--- src/rtl/seg_pkg.sv ---
// Shared widths, digit type and the select-to-one-hot helper for the
// 7-segment scan path.
package seg_pkg;
   localparam int BCD_W = 4;
   localparam int SEL_W = 3;

   typedef logic [BCD_W-1:0] bcd_t;

   // One-hot of sel across eight positions; all zeros when sel is not a live digit.
   function automatic logic [7:0] onehot_sel(input logic [SEL_W-1:0] sel, input int n);
      logic [7:0] r;
      r = '0;
      if (int'(sel) < n) r[sel] = 1'b1;
      return r;
   endfunction
endpackage

--- src/rtl/seg_scan_ctrl_if.sv ---
// Host-side load handshake plus decoder/common drive of the scan controller.
interface seg_scan_ctrl_if
   import seg_pkg::*;
#(
   parameter int NUM_DIGITS = 8
) ();
   logic                        load;
   logic [BCD_W*NUM_DIGITS-1:0] digits_in;
   logic                        lz_en;
   logic                        pending;
   logic [SEL_W-1:0]            select;
   bcd_t                        cntin;
   logic [NUM_DIGITS-1:0]       digit_en;
   logic                        frame_done;

   modport master (
      output load, digits_in, lz_en,
      input  pending, select, cntin, digit_en, frame_done
   );
   modport slave (
      input  load, digits_in, lz_en,
      output pending, select, cntin, digit_en, frame_done
   );
endinterface

--- src/rtl/seg_scan_prescaler.sv ---
// Slot-length prescaler: counts 0..DIV_MAX, flags the terminal count and
// whether the following cycle falls in the anti-ghost dead window.
module seg_scan_prescaler #(
   parameter int DIV_MAX = 49999,
   parameter int DEAD    = 16
) (
   input  logic clk,
   input  logic rst_n,
   output logic tick,
   output logic in_dead
);
   localparam int CW = $clog2(DIV_MAX + 1);

   logic [CW-1:0] div_cnt;
   logic [CW-1:0] div_nxt;

   always_comb begin
      tick    = (div_cnt == CW'(DIV_MAX));
      div_nxt = tick ? '0 : div_cnt + CW'(1);
      // Looks one cycle ahead so the registered digit enable lines up with div_cnt.
      in_dead = (div_nxt < CW'(DEAD));
   end

   always_ff @(posedge clk or negedge rst_n) begin
      if (!rst_n) div_cnt <= '0;
      else        div_cnt <= div_nxt;
   end
endmodule

--- src/rtl/seg_scan_ctrl.sv ---
// Time-multiplexed digit scanner feeding the shared BCD-to-7-segment decoder,
// with leading-zero blanking, dead time and frame-synchronous updates.
module seg_scan_ctrl
   import seg_pkg::*;
#(
   parameter int NUM_DIGITS = 8,
   parameter int DIV_MAX    = 49999,
   parameter int DEAD       = 16
) (
   input  logic            clk,
   input  logic            rst_n,
   seg_scan_ctrl_if.slave  bus
);
   localparam int                DW   = BCD_W * NUM_DIGITS;
   localparam logic [SEL_W-1:0]  LAST = SEL_W'(NUM_DIGITS - 1);

   logic                  tick, dead_nxt, wrap, zero_run;
   logic [SEL_W-1:0]      sel_q, sel_nxt;
   logic [DW-1:0]         active_q, active_nxt, shadow_q, shadow_nxt;
   logic                  pending_q, pending_nxt;
   bcd_t                  cntin_q, cntin_nxt;
   logic [NUM_DIGITS-1:0] den_q, den_nxt, supp;
   logic [7:0]            oh;
   logic                  fd_q;

   seg_scan_prescaler #(.DIV_MAX(DIV_MAX), .DEAD(DEAD)) u_pre (
      .clk     (clk),
      .rst_n   (rst_n),
      .tick    (tick),
      .in_dead (dead_nxt)
   );

   always_comb begin
      wrap    = tick && (sel_q == LAST);
      sel_nxt = sel_q;
      if (tick) sel_nxt = wrap ? '0 : sel_q + SEL_W'(1);

      active_nxt  = active_q;
      shadow_nxt  = shadow_q;
      pending_nxt = pending_q;
      // A load landing on the wrap bypasses the shadow and shows immediately.
      if (wrap) begin
         if (bus.load)       active_nxt = bus.digits_in;
         else if (pending_q) active_nxt = shadow_q;
         pending_nxt = 1'b0;
      end
      if (bus.load) begin
         shadow_nxt = bus.digits_in;
         if (!wrap) pending_nxt = 1'b1;
      end
   end

   // Digit k blanks only when it and every digit above it are zero.
   always_comb begin
      supp     = '0;
      zero_run = bus.lz_en;
      for (int k = NUM_DIGITS - 1; k >= 1; k--) begin
         zero_run = zero_run && (active_nxt[BCD_W*k +: BCD_W] == '0);
         supp[k]  = zero_run;
      end
   end

   always_comb begin
      cntin_nxt = active_nxt[BCD_W*int'(sel_nxt) +: BCD_W];
      oh        = onehot_sel(sel_nxt, NUM_DIGITS);
      den_nxt   = dead_nxt ? '0 : (oh[NUM_DIGITS-1:0] & ~supp);
   end

   always_ff @(posedge clk or negedge rst_n) begin
      if (!rst_n) begin
         sel_q     <= '0;
         active_q  <= '0;
         shadow_q  <= '0;
         pending_q <= 1'b0;
         cntin_q   <= '0;
         den_q     <= '0;
         fd_q      <= 1'b0;
      end else begin
         sel_q     <= sel_nxt;
         active_q  <= active_nxt;
         shadow_q  <= shadow_nxt;
         pending_q <= pending_nxt;
         cntin_q   <= cntin_nxt;
         den_q     <= den_nxt;
         fd_q      <= wrap;
      end
   end

   assign bus.select     = sel_q;
   assign bus.cntin      = cntin_q;
   assign bus.digit_en   = den_q;
   assign bus.pending    = pending_q;
   assign bus.frame_done = fd_q;
endmodule

--- src/flat_wrapper.sv ---
// flat-port wrapper written by rule: the top's interface ports become plain ports
module seg_scan_ctrl_flat import seg_pkg::*;
#(
   parameter int NUM_DIGITS = 8,
   parameter int DIV_MAX    = 49999,
   parameter int DEAD       = 16
)
  (clk, rst_n, bus_load, bus_digits_in, bus_lz_en, bus_pending, bus_select, bus_cntin, bus_digit_en, bus_frame_done);
  seg_scan_ctrl_if #(.NUM_DIGITS(NUM_DIGITS)) bus_i ();
  input  logic clk;
  input  logic rst_n;
  input wire logic [$bits(bus_i.load)-1:0] bus_load;
  input wire logic [$bits(bus_i.digits_in)-1:0] bus_digits_in;
  input wire logic [$bits(bus_i.lz_en)-1:0] bus_lz_en;
  output wire logic [$bits(bus_i.pending)-1:0] bus_pending;
  output wire logic [$bits(bus_i.select)-1:0] bus_select;
  output wire logic [$bits(bus_i.cntin)-1:0] bus_cntin;
  output wire logic [$bits(bus_i.digit_en)-1:0] bus_digit_en;
  output wire logic [$bits(bus_i.frame_done)-1:0] bus_frame_done;
  assign bus_i.load = bus_load;
  assign bus_i.digits_in = bus_digits_in;
  assign bus_i.lz_en = bus_lz_en;
  assign bus_pending = bus_i.pending;
  assign bus_select = bus_i.select;
  assign bus_cntin = bus_i.cntin;
  assign bus_digit_en = bus_i.digit_en;
  assign bus_frame_done = bus_i.frame_done;
  seg_scan_ctrl #(.NUM_DIGITS(NUM_DIGITS), .DIV_MAX(DIV_MAX), .DEAD(DEAD)) u_core (.clk(clk), .rst_n(rst_n), .bus(bus_i));
endmodule
--- config.mk ---
export PLATFORM = sky130hd
export DESIGN_NAME = seg_scan_ctrl_flat
export DESIGN_NICKNAME = d
export VERILOG_FILES = /design/src/rtl/seg_pkg.sv /design/src/rtl/seg_scan_ctrl_if.sv /design/src/rtl/seg_scan_prescaler.sv /design/src/rtl/seg_scan_ctrl.sv /design/src/flat_wrapper.sv
export SDC_FILE = /design/constraint.sdc
export NUM_CORES = 1
export LEC_CHECK = 0
export BUFFER_PORTS_ARGS = -buffer_cell sky130_fd_sc_hd__buf_2
export CAP_MARGIN = 10
export CORE_ASPECT_RATIO = 0.75
export CORE_MARGIN = 2
export CORE_UTILIZATION = 55
export DETAILED_ROUTE_END_ITERATION = 16
export PLACE_DENSITY = 0.75
export SLEW_MARGIN = 20
export SYNTH_ARGS = -nofsm -noshare
export SYNTH_HDL_FRONTEND = slang
export SYNTH_HIERARCHICAL = 1
export SYNTH_SLANG_ARGS = --single-unit
export TNS_END_PERCENT = 20
--- constraint.sdc ---
create_clock -name clk -period 9.53 [get_ports clk]
set_input_delay 1.906 -clock clk [delete_from_list [all_inputs] [get_ports clk]]
set_output_delay 1.906 -clock clk [all_outputs]
set_load 0.02 [all_outputs]
## Word-level counts from Yosys, hierarchy flattened

Cells that the tools add are included.

- Register bits: 97
- Output and inout port bits: 17
- Logic and storage cells: 46
- Input port bits: 36

- Shift-type cells: 1
- Multiplexer cells: 12
- Equal/unequal tests: 2
- Reduce and logical (&&, ||, !) cells: 16
- Add/subtract/negate cells: 2
- Order comparisons: 3
- Bitwise gates (word level): 2

Operators with widths:

| kind | number |
|---|---|
| two-way mux 32 bit | 3 |
| indexed part select 32 x 6 -> 4 bit | 1 |
| logical NOT 4 bit | 7 |
| adder 16 x 1 -> 16 bit, second input constant | 1 |
| equality test 16 bit, second input constant | 1 |
| < comparator 16 x 5 -> 1 bit, second input constant | 1 |
| two-way mux 16 bit | 1 |
| logical AND 1 bit | 9 |
| AND 8 bit | 1 |
| two-way mux 8 bit | 1 |
| NOT 8 bit | 1 |
| two-way mux 3 bit | 2 |
| < comparator 3 x 4 -> 1 bit, second input constant | 1 |
| two-way mux 1 bit | 4 |
| adder 3 x 1 -> 3 bit, second input constant | 1 |
| demux 1 bit (select 3 bit) | 1 |
| equality test 3 bit, second input constant | 1 |
| >= comparator 3 x 1 -> 1 bit, second input constant | 1 |

## Logic depth before layout (Yosys ltp)

Gate-level depths: netlist (run 1).

- Word-level depth: 14
- Gate-level depth with buffers: 14
- Mapped depth without buffers: 9

## Modules after synthesis

The synthesis (run 1) kept the hierarchy.

Modules (own cells, without submodules):

| module | area each (µm²) | cells each | instances | sequential area each (µm²) |
|---|---|---|---|---|
| seg_scan_ctrl | 3676.0 | 285 | 1 | 2026.9 |
| seg_scan_prescaler | 960.9 | 100 | 1 | 400.4 |

## Worst setup path after synthesis (run 1)

No wires, ideal clock.

- Path kind: input -> register
- From: input port bus_load
- To: register u_core.den_q[1], in the netlist u_core/bus.digit_en[1]
- Setup time: 0.135 ns
- Data arrival time: 3.255 ns
- Cell stages on the path: 8
- Path buffers: 3
- Data required time: 9.395 ns
- Slack: 6.140 ns
- Path through: buf_6 > buf_2 > buf_2 > mux2_2 > mux2i_1 > inv_1 > nor3_1 > a31oi_1

- Elaborated cells between the ends (all ways): 19
- Classes of those cells: 3 x mux; 2 x bitwise; 14 x reduce/logical

RTL lines:

| item | RTL line | source |
|---|---|---|
| from (decl) | flat_wrapper.sv:12 | `input wire logic [$bits(bus_i.load)-1:0] bus_load;` |
| two-way mux 32 bit | seg_scan_ctrl.sv:43 | `if (bus.load) active_nxt = bus.digits_in;` |
| two-way mux 32 bit | seg_scan_ctrl.sv:42 | `if (wrap) begin` |
| named net u_core.active_nxt[5] | seg_scan_ctrl.sv:19 | `logic [DW-1:0] active_q, active_nxt, shadow_q, shadow_nxt;` |
| logical NOT 4 bit | seg_scan_ctrl.sv:58 | `zero_run = zero_run && (active_nxt[BCD_W*k +: BCD_W] == '0);` |
| logical AND 1 bit | seg_scan_ctrl.sv:58 |  |
| NOT 8 bit | seg_scan_ctrl.sv:66 | `den_nxt = dead_nxt ? '0 : (oh[NUM_DIGITS-1:0] & ~supp);` |
| AND 8 bit | seg_scan_ctrl.sv:66 |  |
| two-way mux 8 bit | seg_scan_ctrl.sv:66 |  |
| named net u_core.den_nxt[1] | seg_scan_ctrl.sv:22 | `logic [NUM_DIGITS-1:0] den_q, den_nxt, supp;` |
| to (signal assigned) | seg_scan_ctrl.sv:84 | `den_q <= den_nxt;` |
| to (decl) | seg_scan_ctrl.sv:22 |  |

The timed path passes the listed nets, and every way through them passes these cells.
A chain may end at the register's enable or synchronous reset.

## Worst setup path in the final report (run 1)

- From: input port bus_load
- To: register u_core.den_q[1], in the netlist u_core/bus.digit_en[1]

- Cells in the longest elaborated chain, start to end: 13
- Elaborated cells between the ends (all ways): 19
- Classes of those cells: 3 x mux; 2 x bitwise; 14 x reduce/logical

Ends and longest elaborated chain:

| item | RTL line |
|---|---|
| two-way mux 32 bit * | seg_scan_ctrl.sv:43 |
| two-way mux 32 bit * | seg_scan_ctrl.sv:42 |
| logical NOT 4 bit | seg_scan_ctrl.sv:58 |
| logical AND 1 bit (6 in a row) | seg_scan_ctrl.sv:58 |
| logical AND 1 bit * | seg_scan_ctrl.sv:58 |
| NOT 8 bit * | seg_scan_ctrl.sv:66 |
| AND 8 bit * | seg_scan_ctrl.sv:66 |
| two-way mux 8 bit * | seg_scan_ctrl.sv:66 |
| named net u_core.den_nxt[1] | seg_scan_ctrl.sv:22 |

Mark *: on every way through the listed nets, which the timed path passes. The rest lies on a longest branch.

==> results.md, run 1 <==
Setup path:
- The setup path with the least slack is of type input port to flip-flop.
- The internal reg-to-reg setup slack is between 5 and 6 ns.
- The critical path goes through buf_2 -> buf_4 -> o211a_1 -> buf_4 -> mux2i_4 -> o211ai_2 -> nor4_2 -> a31oi_1.
- The largest fanout of any net on the critical path is 43.
- The worst setup path is launched from an input port.
- The worst setup path is captured at a flip-flop.
- Data on the critical path arrives at its endpoint at roughly 4.6 ns.
- The worst register-to-register path begins at u_core/u_pre/div_cnt[4]$_DFF_PN0_.
- The critical path crosses 8 cells after its start point.
- Among cell families on the critical path, the largest total delay comes from compound AO/OA/AOI/OAI gates.
- The worst reg-to-reg path cell count is 10.
- In this run the worst setup path begins at bus_load.
- The slowest cell on the critical path is sky130_fd_sc_hd__o211a_1.
- Counting both buffers and inverters, the worst setup path holds a total of 3.
- For this run, the slowest stage of the critical path takes 0.71 ns.
- At the worst endpoint, the required time is 9.78 ns.
- Among the stages of the critical path, the cell type that occurs most often is sky130_fd_sc_hd__buf_4.

Timing:
- The final number of hold-violating endpoints was 0.
- Summed over all failing endpoints, the final setup total negative slack is 0 ns.
- The minimum period implied by the final worst setup slack is between 4 and 5 ns.
- For the pin with the worst max-slew slack, the measured transition is 1.03 ns.
- The number of pins with negative max-slew slack in the final report came to 0.
- On the final layout, the worst clock skew is roughly 0.013 ns.
- The final critical-path share of the clock period is a little under half.
- The timing-limited maximum frequency is around 230 MHz.
- Setup repair after global routing left no endpoint under its margin.
- In this run the tightest slew margin relative to its limit is 30.8%.
- Setup violations remaining at the end of the flow were counted as 0.

Power and ir drop:
- The share of total power in the clock network is 39.9%.
- The internal power of the cells totals 620 µW.
- The switching power is 172 µW.
- The net switching fraction of the power is 21.7%.
- Dividing total power by cell area gives a power density of 153 nW/µm².
- Per report_power, the sequential group accounts for 54.2% of the total.
- The maximum vdd ir drop is approximately 140 µV.
- The leakage power is 0.00261 µW.
- The combinational power share is between 5 and 6%.

Clock tree:
- The clock tree synthesis step divided the H-tree into 3 levels.
- The clock transition at the register clock pins on the worst setup and hold paths after CTS is 0.09 ns.
- The post-CTS setup buffer count is 0.
- For the worst-skew pair, the clock arrives at the later sink with an insertion delay of 0.38 ns.
- The longest clock path from root to sink contains 2 buffers.
- The number of sinks on the clock net is 97.
- The tree is rooted in a sky130_fd_sc_hd__clkbuf_8.
- The number of instances resized during post-cts repair is 0.
- TritonCTS built the clock tree.
- The number of clock buffers added by TritonCTS is 9.
- The total of hold buffers inserted after clock tree synthesis is 0.

Global routing:
- The wire length of the first global-routing pass is about 15,000 µm.
- The number of global-route vias before repair is 3,018.
- Global routing finished with a remaining overflow of 0.
- The number of antenna violations at the first check in global routing is 0.
- Global routing used 22.0% of the available tracks across all layers.
- The pin count of the biggest net entering global routing is slightly above 50.

Place:
- Summed over all nets, the half-perimeter wirelength after detailed placement is ~6600 µm.
- The congestion estimate from routability-driven global placement came to 0.826.
- The post-detailed-placement cell area is 4920 µm².
- Port buffering added 52 buffers.

Yosys:
- After synthesis the netlist holds a flip-flop and latch count of 97.
- Sequential cells were found to cover a little over half of the synthesized design area.
- The commonest cells after synthesis are sky130_fd_sc_hd__dfrtp_1, sky130_fd_sc_hd__mux2_2, sky130_fd_sc_hd__mux2i_1, sky130_fd_sc_hd__nor2_1, sky130_fd_sc_hd__nand2_1.
- The synthesized design devotes to its leading area cell type 52.3% of total area.
- The gate count after technology mapping is 385.
- Yosys mapped the design onto 63 distinct sky130hd cell types.
- The number of nets in the synthesized netlist is between 400 and 500.
- The count of synthesis-stage warnings from yosys is 6.
- The largest total area in the synthesized netlist belongs to sky130_fd_sc_hd__dfrtp_1.
- Of all flip-flops after synthesis, the portion carrying an async set or reset was 100%.
- In the synthesized netlist the dominant register cell turns out to be sky130_fd_sc_hd__dfrtp_1.
- sky130_fd_sc_hd__dfrtp_1 is the most common cell in the netlist.
- Ranked by total cell area, the synthesized netlist is headed by sky130_fd_sc_hd__dfrtp_1, sky130_fd_sc_hd__mux2_2, sky130_fd_sc_hd__mux2i_1, sky130_fd_sc_hd__nor2_1, sky130_fd_sc_hd__mux2_4.
- Averaged over all synthesized cells, the footprint is 12.0 µm².
- The number of enable flip-flop cells after synthesis is 0.
- The cell area after synthesis is approximately 4600 µm².

Die:
- The number of top-level pins is 53.
- The floorplan die area is a little over 9000 µm².
- The horizontal die dimension is 110 µm.
- The initial cell density of the core is approximately 58%.
- The floorplan step set the die height to between 80 and 90 µm.
- The floorplan has 28 rows.
- The floorplan step defined a core boundary enclosing 8020 µm².

Status:
- The run finished with clean final reports.

Route:
- Wires add up to about 9200 µm.
- For this block, the initial DRC count from the detailed router was 171.
- For this block, the via count after detailed routing is 3,024.
- The number of iterations in the first detailed-routing pass is 5.
- For this run, design rule violations remaining after detail routing come to 0.
- In the final routing, the length of wire on met1 measures 4570 µm.
- The length of routed met2 wiring is between 4000 and 5000 µm.
- After detailed routing, the average wire length per cell comes to approximately 17 µm.
- After detailed routing, the number of vias per cell comes to 5.59.
- The number of nets still failing antenna checks after routing is 0.
- In the detailed route, the total length drawn on met3 is about 520 µm.
- The top layer used by detailed routing is met4.

Layout:
- The final net count is 470.
- Relative to the synthesized area, the layout overhead comes to 11.3%.
- The final antenna diode count is 0.
- The count of filler cells inserted in the layout is 608.
- With fillers left out, the area of the finished cells amounts to 5160 µm².
- The post-route netlist has around a third of its cells at a drive strength greater than 1.

Flow run:
- The tool flagged a number of max-cap violations equal to 0.

Hold path:
- The path class of the lowest-slack min-delay path is flip-flop to flip-flop.
- The hold path depth is 2.
- The startpoint of the tightest hold check path is u_core/active_q[0]$_DFF_PN0_.
-- metrics by stage --
| stage | power, µW | util [%] | hold slack (ns) | setup slack, ns | cells |
|---|---|---|---|---|---|
| floorplan | 462 | - | 0.442 | 6.14 | 385 |
| global placement | 484 | 61.3 | 0.458 | 4.90 | 525 |
| detailed placement | 485 | 61.3 | 0.467 | 4.82 | 525 |
| CTS | 803 | 64.3 | 0.492 | 5.24 | 541 |
| global route | 823 | 64.3 | 0.514 | 5.03 | 541 |
| finish | 791 | 64.3 | 0.490 | 5.23 | 541 |
-- sequential cells by signal (all words and copies together) (netlist names) --
signal and count:
u_core/bus.digit_en 8, u_core/bus.select 3, u_core/bus.frame_done 1, u_core/bus.pending 1, u_core/bus.cntin 4, u_core/shadow_q 32
u_core/active_q 32, u_core/u_pre/div_cnt 16
-- routing by layer --
layer | up-vias | track usage [%]
met5 | - | 0
met2 | 70 | 30.6
met3 | 8 | 5.62
met1 | 1499 | 33.9
li1 | 1447 | -
met4 | 0 | 6.33
-- layout by cell type, fill, tap and decap left out, types with 3 or more instances in the layout --
| cell | count |
|---|---|
| sky130_fd_sc_hd__nor2_1 | 29 |
| sky130_fd_sc_hd__o211ai_1 | 3 |
| sky130_fd_sc_hd__buf_2 | 51 |
| sky130_fd_sc_hd__dfrtp_1 | 97 |
| sky130_fd_sc_hd__mux2_2 | 40 |
| sky130_fd_sc_hd__mux2i_1 | 29 |
| sky130_fd_sc_hd__nand4b_1 | 3 |
| sky130_fd_sc_hd__a21oi_1 | 6 |
| sky130_fd_sc_hd__clkbuf_8 | 9 |
| sky130_fd_sc_hd__xor2_1 | 8 |
| sky130_fd_sc_hd__nand2_1 | 22 |
| sky130_fd_sc_hd__mux2_4 | 7 |
| sky130_fd_sc_hd__nor4_1 | 7 |
| sky130_fd_sc_hd__nand4_1 | 4 |
| sky130_fd_sc_hd__bufinv_16 | 3 |
| sky130_fd_sc_hd__a31oi_1 | 3 |
| sky130_fd_sc_hd__ha_1 | 3 |
| sky130_fd_sc_hd__buf_4 | 7 |
| sky130_fd_sc_hd__o21ai_0 | 6 |
| sky130_fd_sc_hd__nand3_1 | 8 |
| sky130_fd_sc_hd__mux2_1 | 3 |
| sky130_fd_sc_hd__inv_1 | 18 |
| sky130_fd_sc_hd__xnor2_1 | 4 |
| sky130_fd_sc_hd__nor3_1 | 11 |
-- final cells by class --
type	count	area, µm²	share of cell area (%)
Clock buffer	9	124	2.40
Inverter	20	75.1	1.45
Timing Repair Buffer	58	308	5.96
Clock inverter	7	118	2.28
Multi-Input combinational cell	245	1980	38.3
Sequential cell	97	2430	47.0
Tap cell	105	131	2.55
-- power by group through the flow --
stage / Combinational (µW) / Sequential, µW / Clock (µW)
4_1_cts: 48.4 / 429 / 326
2_1_floorplan: 26.0 / 436 / 0
5_1_grt: 52.6 / 430 / 341
6_report: 47.1 / 429 / 316
3_3_place_gp: 47.5 / 436 / 0
3_5_place_dp: 48.2 / 437 / 0
-- path summary, 6_finish.rpt --
check	end
worst max-delay path	u_core/bus.digit_en[1]$_DFF_PN0_
max in group asynchronous	u_core/shadow_q[10]$_DFFE_PN0P_
worst min-delay path	u_core/active_q[0]$_DFF_PN0_
worst min register to register	u_core/active_q[0]$_DFF_PN0_
min in group asynchronous	u_core/bus.frame_done$_DFF_PN0_
worst max register to register	u_core/bus.digit_en[1]$_DFF_PN0_
-- tightest hold or removal path, cell delays in order (launching register included) --
cell and delay [ns]:
sky130_fd_sc_hd__dfrtp_1 0.33, sky130_fd_sc_hd__nand2_1 0.06, sky130_fd_sc_hd__nand2_2 0.07
-- logic make-up after synthesis --
group | after synthesis | synth area share, %
fa+ha+maj | 3 | 0.810
xor+xnor | 12 | 2.27
simple gates | 112 | 13.4
mux | 83 | 20.6
buf+inv | 43 | 5.07
flops | 97 | 52.3
compound gates | 35 | 5.42
No activity file was read; power rests on OpenSTA's default activity.
==> inputs of run 2 (changes only) <==
--- a/config.mk
+++ b/config.mk
@@ -5,11 +5,12 @@
 export SDC_FILE = /design/constraint.sdc
 export NUM_CORES = 1
 export LEC_CHECK = 0
+export ABC_AREA = 1
 export BUFFER_PORTS_ARGS = -buffer_cell sky130_fd_sc_hd__buf_2
 export CAP_MARGIN = 10
 export CORE_ASPECT_RATIO = 0.75
 export CORE_MARGIN = 2
-export CORE_UTILIZATION = 55
+export CORE_UTILIZATION = 53
 export DETAILED_ROUTE_END_ITERATION = 16
 export PLACE_DENSITY = 0.75
 export SLEW_MARGIN = 20
==> constraint.sdc (replaced) <==
create_clock -name clk -period 3.8 [get_ports clk]
set_input_delay 0.76 -clock clk [delete_from_list [all_inputs] [get_ports clk]]
set_output_delay 0.76 -clock clk [all_outputs]
set_load 0.02 [all_outputs]
==> results.md, run 2 <==
Status:
- Run status: finished clean (unchanged).

Layout:
- The fraction of layout cells with a size suffix above 1 was 16.9% (was 31.4%).
- The count of filler cells inserted in the layout came to 743 (was 608).
- The combined area of the multi-input logic cells is 1700 µm² (was 1980 µm²).
- Registers with the highest flip-flop counts: u_core/active_q x32, u_core/shadow_q x32, u_core/u_pre/div_cnt x16 (unchanged).
- Leading cell types in the layout, fill and taps excluded: sky130_fd_sc_hd__nand2_1, sky130_fd_sc_hd__inv_1, sky130_fd_sc_hd__dfrtp_1 (was sky130_fd_sc_hd__dfrtp_1, sky130_fd_sc_hd__buf_2, sky130_fd_sc_hd__mux2_2).
- The most common cell after layout, fill and taps aside was sky130_fd_sc_hd__nand2_1 (was sky130_fd_sc_hd__dfrtp_1).
- The final antenna diode count is 0 (unchanged).
- The summed area of non-filler cells in the final layout is 5300 µm² (was 5160 µm²).
- The total area of sequential cells was 2430 µm² (unchanged).
- The area added between synthesis and finish is 13.9% (was 11.3%).
- The final net count is 678 (was 470).

Global routing:
- The met3 track utilization from global routing is 4.93% (was 5.62%).
- The number of antenna violations at the first check in global routing is 0 (unchanged).
- The wire length of the first global-routing pass is 17,000 µm (was 15,400 µm).
- The global routing met2 resource utilization came to 33.8% (was 30.6%).
- The busiest metal layer after global routing is met2 (was met1).
- The pin count of the biggest net entering global routing is 36 (was 51).
- The number of global-route vias before repair was 3,521 (was 3,018).
- The total congestion overflow is 0 (unchanged).
- The aggregate global-route resource usage was 22.6% (was 22.0%).
- The met1 routing resource usage after global routing came to 33.5% (was 33.9%).

Route:
- The routed via count divided by cell count is 5.06 (was 5.59).
- The routed length per placed instance came to 13.4 µm (was 17.1 µm).
- The total wirelength of the detailed-routed design is 10,100 µm (was 9240 µm).
- The number of DRC violations after detailed-routing iteration 0 was 293 (was 171).
- The routed via count came to 3,807 (was 3,024).
- The number of nets still failing antenna checks after routing is 0 (unchanged).
- The residual DRC count came to 0 (unchanged).
- The number of iterations in the first detailed-routing pass came to 6 (was 5).

Place:
- The HPWL after detailed placement is 7230 µm (was 6620 µm).
- The post-detailed-placement cell area was 4970 µm² (was 4920 µm²).
- The count of port buffers added during placement is 52 (unchanged).
- The global placement routability congestion is 0.976 (was 0.826).

Clock tree:
- The clock transition at the register clock pins on the worst setup and hold paths after CTS is 0.06 ns (was 0.09 ns).
- The post-CTS setup buffer count came to 0 (unchanged).
- The maximum buffer depth of the clock tree is 2 (unchanged).
- The total of hold buffers inserted after clock tree synthesis is 0 (unchanged).
- The clock tree from TritonCTS is done (unchanged).
- The clock latency of the later-clocked register in the worst-skew pair is 0.34 ns (was 0.38 ns).
- The number of instances resized during post-cts repair is 0 (unchanged).
- The H-tree level count is 3 (unchanged).
- The number of clock buffers inserted by TritonCTS is 9 (unchanged).
- The number of sinks on the clock net is 97 (unchanged).
- The root buffer selected by CTS is sky130_fd_sc_hd__clkbuf_16 (was sky130_fd_sc_hd__clkbuf_8).

Setup path:
- The sort of element at the start of the critical path is a flip-flop (was input port).
- The nature of the critical path endpoint is a flip-flop (unchanged).
- The highest cell delay on the worst timing path is 0.48 ns (was 0.71 ns).
- The critical path data required time is 4.03 ns (was 9.78 ns).
- The slowest cell on the critical path is sky130_fd_sc_hd__nor2_4 (was sky130_fd_sc_hd__o211a_1).
- The buffering stage count on the worst path with inverters included is 3 (unchanged).
- The dominant delay contributor by cell family on the critical path is simple AND/OR/NAND/NOR gates (was compound AO/OA/AOI/OAI gates).
- The classification of the worst setup path is flip-flop to flip-flop (was input port to flip-flop).
- The critical path data arrival time is 3.22 ns (was 4.56 ns).
- Cells traversed along the worst timing path: ha_1 -> nand2_2 -> inv_2 -> nand2_2 -> nor2_1 -> nand4_1 -> inv_1 -> nand2_2 -> nor2_4 -> nand2_1 -> nand2_1 -> nand3_1 -> nor2_2 -> nand3_2 -> nor2_4 -> nand4_1 -> nand2_1 -> inv_1 (was buf_2 -> buf_4 -> o211a_1 -> buf_4 -> mux2i_4 -> o211ai_2 -> nor4_2 -> a31oi_1).
- The largest fanout of any net on the critical path is 28 (was 43).

Die:
- The number of top-level pins is 53 (unchanged).
- The core box area is 8490 µm² (was 8020 µm²).
- The initial cell density of the core was 54.8% (was 57.8%).
- The row count is 29 (was 28).
- The floorplan die area is 9550 µm² (was 9190 µm²).
- The horizontal die dimension is 112 µm (was 110 µm).
- The die height was 85.1 µm (was 83.5 µm).

Timing:
- The count of endpoints failing setup in the final report came to 0 (unchanged).
- The relative slew slack is 62.2% (was 30.8%).
- The worst clock skew on the final layout is 0.00530 ns (was 0.0134 ns).
- RSZ-0062 raised after global routing: no (unchanged).
- The measured slew at the worst slew-check pin is 0.566 ns (was 1.03 ns).
- The routed design could run at a clock period as short as 2.99 ns.
- The final number of hold-violating endpoints is 0 (unchanged).
- The aggregate negative setup slack is 0 ns (unchanged).
- The number of pins with negative max-slew slack in the final report is 0 (unchanged).
- The timing-limited maximum frequency is ~330 MHz.
- The final critical-path share of the clock period is 78.7%.

Yosys:
- The gate count after technology mapping was 587 (was 385).
- The count of synthesis-stage warnings from yosys came to 6 (unchanged).
- The area share of the largest cell type after synthesis was 52.2% (was 52.3%).
- Leading cell types by count after synthesis: sky130_fd_sc_hd__nand2_1, sky130_fd_sc_hd__inv_1, sky130_fd_sc_hd__dfrtp_1, sky130_fd_sc_hd__nor2_1, sky130_fd_sc_hd__nand3_1 (was sky130_fd_sc_hd__dfrtp_1, sky130_fd_sc_hd__mux2_2, sky130_fd_sc_hd__mux2i_1, sky130_fd_sc_hd__nor2_1, sky130_fd_sc_hd__nand2_1).
- The most common cell in the synthesized netlist is sky130_fd_sc_hd__nand2_1 (was sky130_fd_sc_hd__dfrtp_1).
- The cell type with the largest total area after synthesis is sky130_fd_sc_hd__dfrtp_1 (unchanged).
- The post-synthesis net count came to 626 (was 424).
- The predominant post-synthesis flop cell is sky130_fd_sc_hd__dfrtp_1 (unchanged).
- The post-synthesis sequential area ratio is 52.2% (was 52.3%).
- The cell area after synthesis is 4650 µm² (was 4640 µm²).
- The number of synthesized register bits is 97 (unchanged).
- The number of enable flip-flop cells after synthesis is 0 (unchanged).
- The post-synthesis cell type count is 35 (was 63).
- Top area cells in the synthesized netlist: sky130_fd_sc_hd__dfrtp_1, sky130_fd_sc_hd__nand2_1, sky130_fd_sc_hd__inv_1, sky130_fd_sc_hd__nor2_1, sky130_fd_sc_hd__nand3_1 (was sky130_fd_sc_hd__dfrtp_1, sky130_fd_sc_hd__mux2_2, sky130_fd_sc_hd__mux2i_1, sky130_fd_sc_hd__nor2_1, sky130_fd_sc_hd__mux2_4).
- The post-synthesis async set-or-reset flop share is 100% (unchanged).
- The synthesized area per cell is 7.92 µm² (was 12.0 µm²).

Flow run:
- The number of max-cap violations was 0 (unchanged).

Power and ir drop:
- The maximum vdd ir drop came to 221 µV (was 136 µV).
- The leakage power is 0.00297 µW (was 0.00261 µW).
- The power per cell area is 415 nW/µm² (was 153 nW/µm²).

Hold path:
- The path class of the lowest-slack min-delay path was input port to asynchronous set/reset pin (was flip-flop to flip-flop).
[run 2: through the flow]
stage	worst slack, ns	total power, µW	hold WS, ns	instances	utilization [%]
after floorplan	1.48	1180	0.433	587	-
after global placement	1.08	1240	0.449	736	58.5
after detailed placement	0.862	1250	0.453	736	58.5
after CTS	0.786	2220	0.389	752	62.4
after global routing	0.541	2290	0.403	752	62.4
final	0.810	2200	0.369	752	62.4
[run 2: final timing paths]
| check | end | startpoint | cells after the start | slack (ns) |
|---|---|---|---|---|
| max in group asynchronous | u_core/bus.cntin[1]$_DFF_PN0_ | rst_n | 2 | 2.66 |
| min in group clk | u_core/shadow_q[11]$_DFFE_PN0P_ | u_core/shadow_q[11]$_DFFE_PN0P_ | 2 | 0.47 |
| max | u_core/bus.digit_en[1]$_DFF_PN0_ | u_core/u_pre/div_cnt[0]$_DFF_PN0_ | 18 | 0.81 |
| max reg2reg | u_core/bus.digit_en[1]$_DFF_PN0_ | u_core/u_pre/div_cnt[0]$_DFF_PN0_ | 18 | 0.81 |
| min | u_core/u_pre/div_cnt[12]$_DFF_PN0_ | rst_n | 1 | 0.37 |
| min reg2reg | u_core/shadow_q[11]$_DFFE_PN0P_ | u_core/shadow_q[11]$_DFFE_PN0P_ | 2 | 0.47 |
[run 2: cell type report]
cell class / count / share of cell area (%)
Clock inverter: 6 / 1.70
Inverter: 109 / 7.75
Multi-Input combinational cell: 365 / 32.0
Timing Repair Buffer: 57 / 5.67
Clock buffer: 10 / 4.51
Sequential cell: 97 / 45.8
Tap cell: 108 / 2.55
[run 2: kinds of logic (layout without fill, tap and decap cells)]
| family | after synthesis | count (layout) | synth area share [%] |
|---|---|---|---|
| AO/OA/AOI/OAI | 47 | 47 | 6.11 |
| XOR/XNOR | 2 | 2 | 0.377 |
| adder cells (fa/ha/maj) | 3 | 3 | 0.807 |
| buffers and inverters | 125 | 182 | 11.4 |
| flip-flops | 97 | 97 | 52.2 |
| AND/OR/NAND/NOR | 313 | 313 | 29.2 |
[run 2: routing by layer]
metal	wire length, µm	vias to the layer above
met5	0	-
met4	169	0
met3	637	20
met2	4420	133
met1	4870	1755
li1	-	1899
[run 2: worst reg2reg max path: stages (launching register included)]
cell and delay, ns:
sky130_fd_sc_hd__dfrtp_1 0.40, sky130_fd_sc_hd__ha_1 0.20, sky130_fd_sc_hd__nand2_2 0.10, sky130_fd_sc_hd__inv_2 0.08
sky130_fd_sc_hd__nand2_2 0.08, sky130_fd_sc_hd__nor2_1 0.11, sky130_fd_sc_hd__nand4_1 0.10, sky130_fd_sc_hd__inv_1 0.21
sky130_fd_sc_hd__nand2_2 0.13, sky130_fd_sc_hd__nor2_4 0.48, sky130_fd_sc_hd__nand2_1 0.16, sky130_fd_sc_hd__nand2_1 0.15
sky130_fd_sc_hd__nand3_1 0.11, sky130_fd_sc_hd__nor2_2 0.14, sky130_fd_sc_hd__nand3_2 0.11, sky130_fd_sc_hd__nor2_4 0.13
sky130_fd_sc_hd__nand4_1 0.09, sky130_fd_sc_hd__nand2_1 0.07, sky130_fd_sc_hd__inv_1 0.04
[run 2: where the power goes]
group / total, µW / switching, µW / leakage [µW] / internal (µW)
clock: 971 / 375 / 0.000159 / 596
sequential: 1090 / 11.8 / 0.00117 / 1080
combinational: 138 / 92.7 / 0.00164 / 45.2
==> inputs of run 3 (changes only) <==
--- a/config.mk
+++ b/config.mk
@@ -10,7 +10,7 @@
 export CAP_MARGIN = 10
 export CORE_ASPECT_RATIO = 0.75
 export CORE_MARGIN = 2
-export CORE_UTILIZATION = 53
+export CORE_UTILIZATION = 55
 export DETAILED_ROUTE_END_ITERATION = 16
 export PLACE_DENSITY = 0.75
 export SLEW_MARGIN = 20
==> constraint.sdc (replaced) <==
create_clock -name clk -period 3.05 [get_ports clk]
set_input_delay 0.61 -clock clk [delete_from_list [all_inputs] [get_ports clk]]
set_output_delay 0.61 -clock clk [all_outputs]
set_load 0.02 [all_outputs]
==> results.md, run 3 (same netlist as run 2, synthesis figures left out) <==
Timing:
- The minimum period implied by the final worst setup slack came to 2.68 ns (was 2.99 ns).
- RSZ-0062 raised after global routing: no (unchanged).
- The timing-limited maximum frequency was 373 MHz (was 334 MHz).
- The count of endpoints failing setup in the final report is 0 (unchanged).
- The final critical-path share of the clock period is 88.0% (was 78.7%).
- The final number of hold-violating endpoints was 0 (unchanged).
- The aggregate negative setup slack is 0 ns (unchanged).
- The worst clock skew on the final layout is 0.00756 ns (was 0.00530 ns).
- The relative slew slack is 59.0% (was 62.2%).
- The measured slew at the worst slew-check pin is 0.615 ns (was 0.566 ns).
- The number of pins with negative max-slew slack in the final report is 0 (unchanged).

Route:
- The routed via count divided by cell count is 5.02 (was 5.06).
- The total wirelength of the detailed-routed design is 10,500 µm (was 10,100 µm).
- The residual DRC count is 0 (unchanged).
- The number of DRC violations after detailed-routing iteration 0 is 289 (was 293).
- The routed length per placed instance is 14.0 µm (was 13.4 µm).
- The number of iterations in the first detailed-routing pass is 5 (was 6).
- The routed via count is 3,783 (was 3,807).
- The number of nets still failing antenna checks after routing is 0 (unchanged).

Setup path:
- The endpoint of the worst-slack reg-to-reg timing path was u_core/bus.digit_en[1]$_DFF_PN0_ (unchanged).
- The nature of the critical path endpoint is a flip-flop (unchanged).
- The critical path data required time is 3.28 ns (was 4.03 ns).
- The critical path data arrival time is 2.92 ns (was 3.22 ns).
- The cell that appears most often on the critical path is sky130_fd_sc_hd__nand2_2.
- The internal reg-to-reg setup slack was 0.37 ns (was 0.81 ns).
- The largest fanout of any net on the critical path was 35 (was 28).
- The highest cell delay on the worst timing path is 0.40 ns (was 0.48 ns).
- The startpoint of the most critical register-to-register path is u_core/u_pre/div_cnt[0]$_DFF_PN0_ (unchanged).
- The sort of element at the start of the critical path is a flip-flop (unchanged).
- Cells traversed along the worst timing path: ha_1 -> nand2_2 -> inv_2 -> nand2_2 -> nor2_1 -> nand4_1 -> inv_2 -> nand2_2 -> clkinv_2 -> nand2_8 -> o21ai_0 -> nand2_1 -> nor3_1 -> nand4_1 -> nand2_1 -> inv_1 (was ha_1 -> nand2_2 -> inv_2 -> nand2_2 -> nor2_1 -> nand4_1 -> inv_1 -> nand2_2 -> nor2_4 -> nand2_1 -> nand2_1 -> nand3_1 -> nor2_2 -> nand3_2 -> nor2_4 -> nand4_1 -> nand2_1 -> inv_1).
- The slowest cell on the critical path is sky130_fd_sc_hd__o21ai_0 (was sky130_fd_sc_hd__nor2_4).
- The buffering stage count on the worst path with inverters included is 4 (was 3).
- The classification of the worst setup path is flip-flop to flip-flop (unchanged).
- The dominant delay contributor by cell family on the critical path is simple AND/OR/NAND/NOR gates (unchanged).
- The worst reg-to-reg path cell count is 16 (was 18).

Layout:
- The count of filler cells inserted in the layout came to 732 (was 743).
- The most common cell after layout, fill and taps aside is sky130_fd_sc_hd__nand2_1 (unchanged).
- The final antenna diode count is 0 (unchanged).
- Leading cell types in the layout, fill and taps excluded: sky130_fd_sc_hd__nand2_1, sky130_fd_sc_hd__inv_1, sky130_fd_sc_hd__dfrtp_1 (unchanged).
- The fraction of layout cells with a size suffix above 1 came to 17.8% (was 16.9%).
- The area added between synthesis and finish came to 15.7% (was 13.9%).
- The final net count is 680 (was 678).
- Registers with the highest flip-flop counts: u_core/active_q x32, u_core/shadow_q x32, u_core/u_pre/div_cnt x16 (unchanged).
- The summed area of non-filler cells in the final layout was 5380 µm² (was 5300 µm²).

Place:
- The count of port buffers added during placement is 52 (unchanged).
- The HPWL after detailed placement is 7610 µm (was 7230 µm).
- The post-detailed-placement cell area came to 5000 µm² (was 4970 µm²).
- The global placement routability congestion is 0.969 (was 0.976).

Global routing:
- The number of global-route vias before repair was 3,574 (was 3,521).
- The aggregate global-route resource usage is 25.3% (was 22.6%).
- The wire length of the first global-routing pass is 17,800 µm (was 17,000 µm).
- The number of antenna violations at the first check in global routing is 0 (unchanged).
- The total congestion overflow was 0 (unchanged).
- The pin count of the biggest net entering global routing was 48 (was 36).

Power and ir drop:
- The internal power consumption was 2280 µW (was 1720 µW).
- The power per cell area came to 537 nW/µm² (was 415 nW/µm²).
- The maximum vdd ir drop came to 353 µV (was 221 µV).
- The leakage power is 0.00301 µW (was 0.00297 µW).
- The switching power is 606 µW (was 479 µW).
- The net switching fraction of the power was 21.0% (was 21.8%).
- The combinational power share is 6.1% (was 6.3%).
- The share of total power in the clock network is 47.0% (was 44.2%).
- The relative contribution of sequential cells to total power is 46.9% (was 49.5%).

Die:
- The die height was 83.6 µm (was 85.1 µm).
- The row count is 29 (unchanged).
- The floorplan die area came to 9210 µm² (was 9550 µm²).
- The core box area is 8350 µm² (was 8490 µm²).
- The horizontal die dimension came to 110 µm (was 112 µm).
- The number of top-level pins is 53 (unchanged).
- The initial cell density of the core was 55.7% (was 54.8%).

Flow run:
- The number of max-cap violations came to 0 (unchanged).

Clock tree:
- The maximum buffer depth of the clock tree is 2 (unchanged).
- The clock latency of the later-clocked register in the worst-skew pair is 0.34 ns (about the same).
- The total of hold buffers inserted after clock tree synthesis came to 0 (unchanged).
- The clock transition at the register clock pins on the worst setup and hold paths after CTS is 0.06 ns (about the same).
- The number of instances resized during post-cts repair is 0 (unchanged).
- The H-tree level count came to 3 (unchanged).
- The post-CTS setup buffer count is 0 (unchanged).
- The clock tree from TritonCTS is done (unchanged).
- The number of sinks on the clock net was 97 (unchanged).
- The number of clock buffers inserted by TritonCTS is 9 (unchanged).
- The root buffer selected by CTS is sky130_fd_sc_hd__clkbuf_16 (unchanged).

Hold path:
- The path class of the lowest-slack min-delay path is input port to asynchronous set/reset pin (unchanged).

Status:
- Run status: finished clean (unchanged).
==> run 3: final cells by class <==
cell class	count	area [µm²]	area share (%)
sequential	97	2430	45.1
multi-input combinational	365	1720	31.9
inverter	109	410	7.63
timing repair buffer	59	328	6.09
clock buffer	9	225	4.19
clock inverter	6	138	2.56
tap	108	135	2.51
==> run 3: worst max path at each step <==
stage                                                 start                          endpoint  cells after the start
after global routing      u_core/u_pre/div_cnt[0]$_DFF_PN0_  u_core/bus.digit_en[1]$_DFF_PN0_                     18
after global placement    u_core/u_pre/div_cnt[0]$_DFF_PN0_  u_core/bus.digit_en[1]$_DFF_PN0_                     16
final                     u_core/u_pre/div_cnt[0]$_DFF_PN0_  u_core/bus.digit_en[1]$_DFF_PN0_                     16
after floorplan           u_core/u_pre/div_cnt[0]$_DFF_PN0_  u_core/bus.digit_en[1]$_DFF_PN0_                     19
after detailed placement  u_core/u_pre/div_cnt[0]$_DFF_PN0_  u_core/bus.digit_en[1]$_DFF_PN0_                     18
after CTS                 u_core/u_pre/div_cnt[0]$_DFF_PN0_  u_core/bus.digit_en[1]$_DFF_PN0_                     18
==> run 3: metal layers <==
metal / share of wire (%) / track usage, %
met3: 6.9 / 6.25
met5: 0 / 0
met4: 0.89 / 4.43
met2: 43 / 36.0
met1: 49 / 39.8
==> run 3: worst register-to-register path, stage by stage, from the launching register on <==
cell and delay, ns:
sky130_fd_sc_hd__dfrtp_1 0.39, sky130_fd_sc_hd__ha_1 0.20, sky130_fd_sc_hd__nand2_2 0.11, sky130_fd_sc_hd__inv_2 0.09
sky130_fd_sc_hd__nand2_2 0.08, sky130_fd_sc_hd__nor2_1 0.12, sky130_fd_sc_hd__nand4_1 0.12, sky130_fd_sc_hd__inv_2 0.15
sky130_fd_sc_hd__nand2_2 0.11, sky130_fd_sc_hd__clkinv_2 0.12, sky130_fd_sc_hd__nand2_8 0.16, sky130_fd_sc_hd__o21ai_0 0.41
sky130_fd_sc_hd__nand2_1 0.12, sky130_fd_sc_hd__nor3_1 0.18, sky130_fd_sc_hd__nand4_1 0.12, sky130_fd_sc_hd__nand2_1 0.07
sky130_fd_sc_hd__inv_1 0.03
==> run 3: through the flow <==
stage	power (µW)	utilization, %	hold slack, ns	std cells	worst slack, ns
floorplan	1470	-	0.314	587	0.729
global placement	1550	59.9	0.452	738	0.401
detailed placement	1560	59.9	0.455	738	0.241
CTS	2920	64.2	0.301	753	0.199
global route	2990	64.5	0.333	753	0.0630
finish	2890	64.5	0.277	753	0.366
==> run 3: power by group through the flow <==
| stage | clock, µW | sequential [µW] | combinational [µW] |
|---|---|---|---|
| final | 1360 | 1360 | 177 |
| after global routing | 1430 | 1360 | 204 |
| after CTS | 1380 | 1360 | 178 |
| after detailed placement | 0 | 1380 | 177 |
| after global placement | 0 | 1380 | 171 |
| after floorplan | 0 | 1380 | 93.4 |
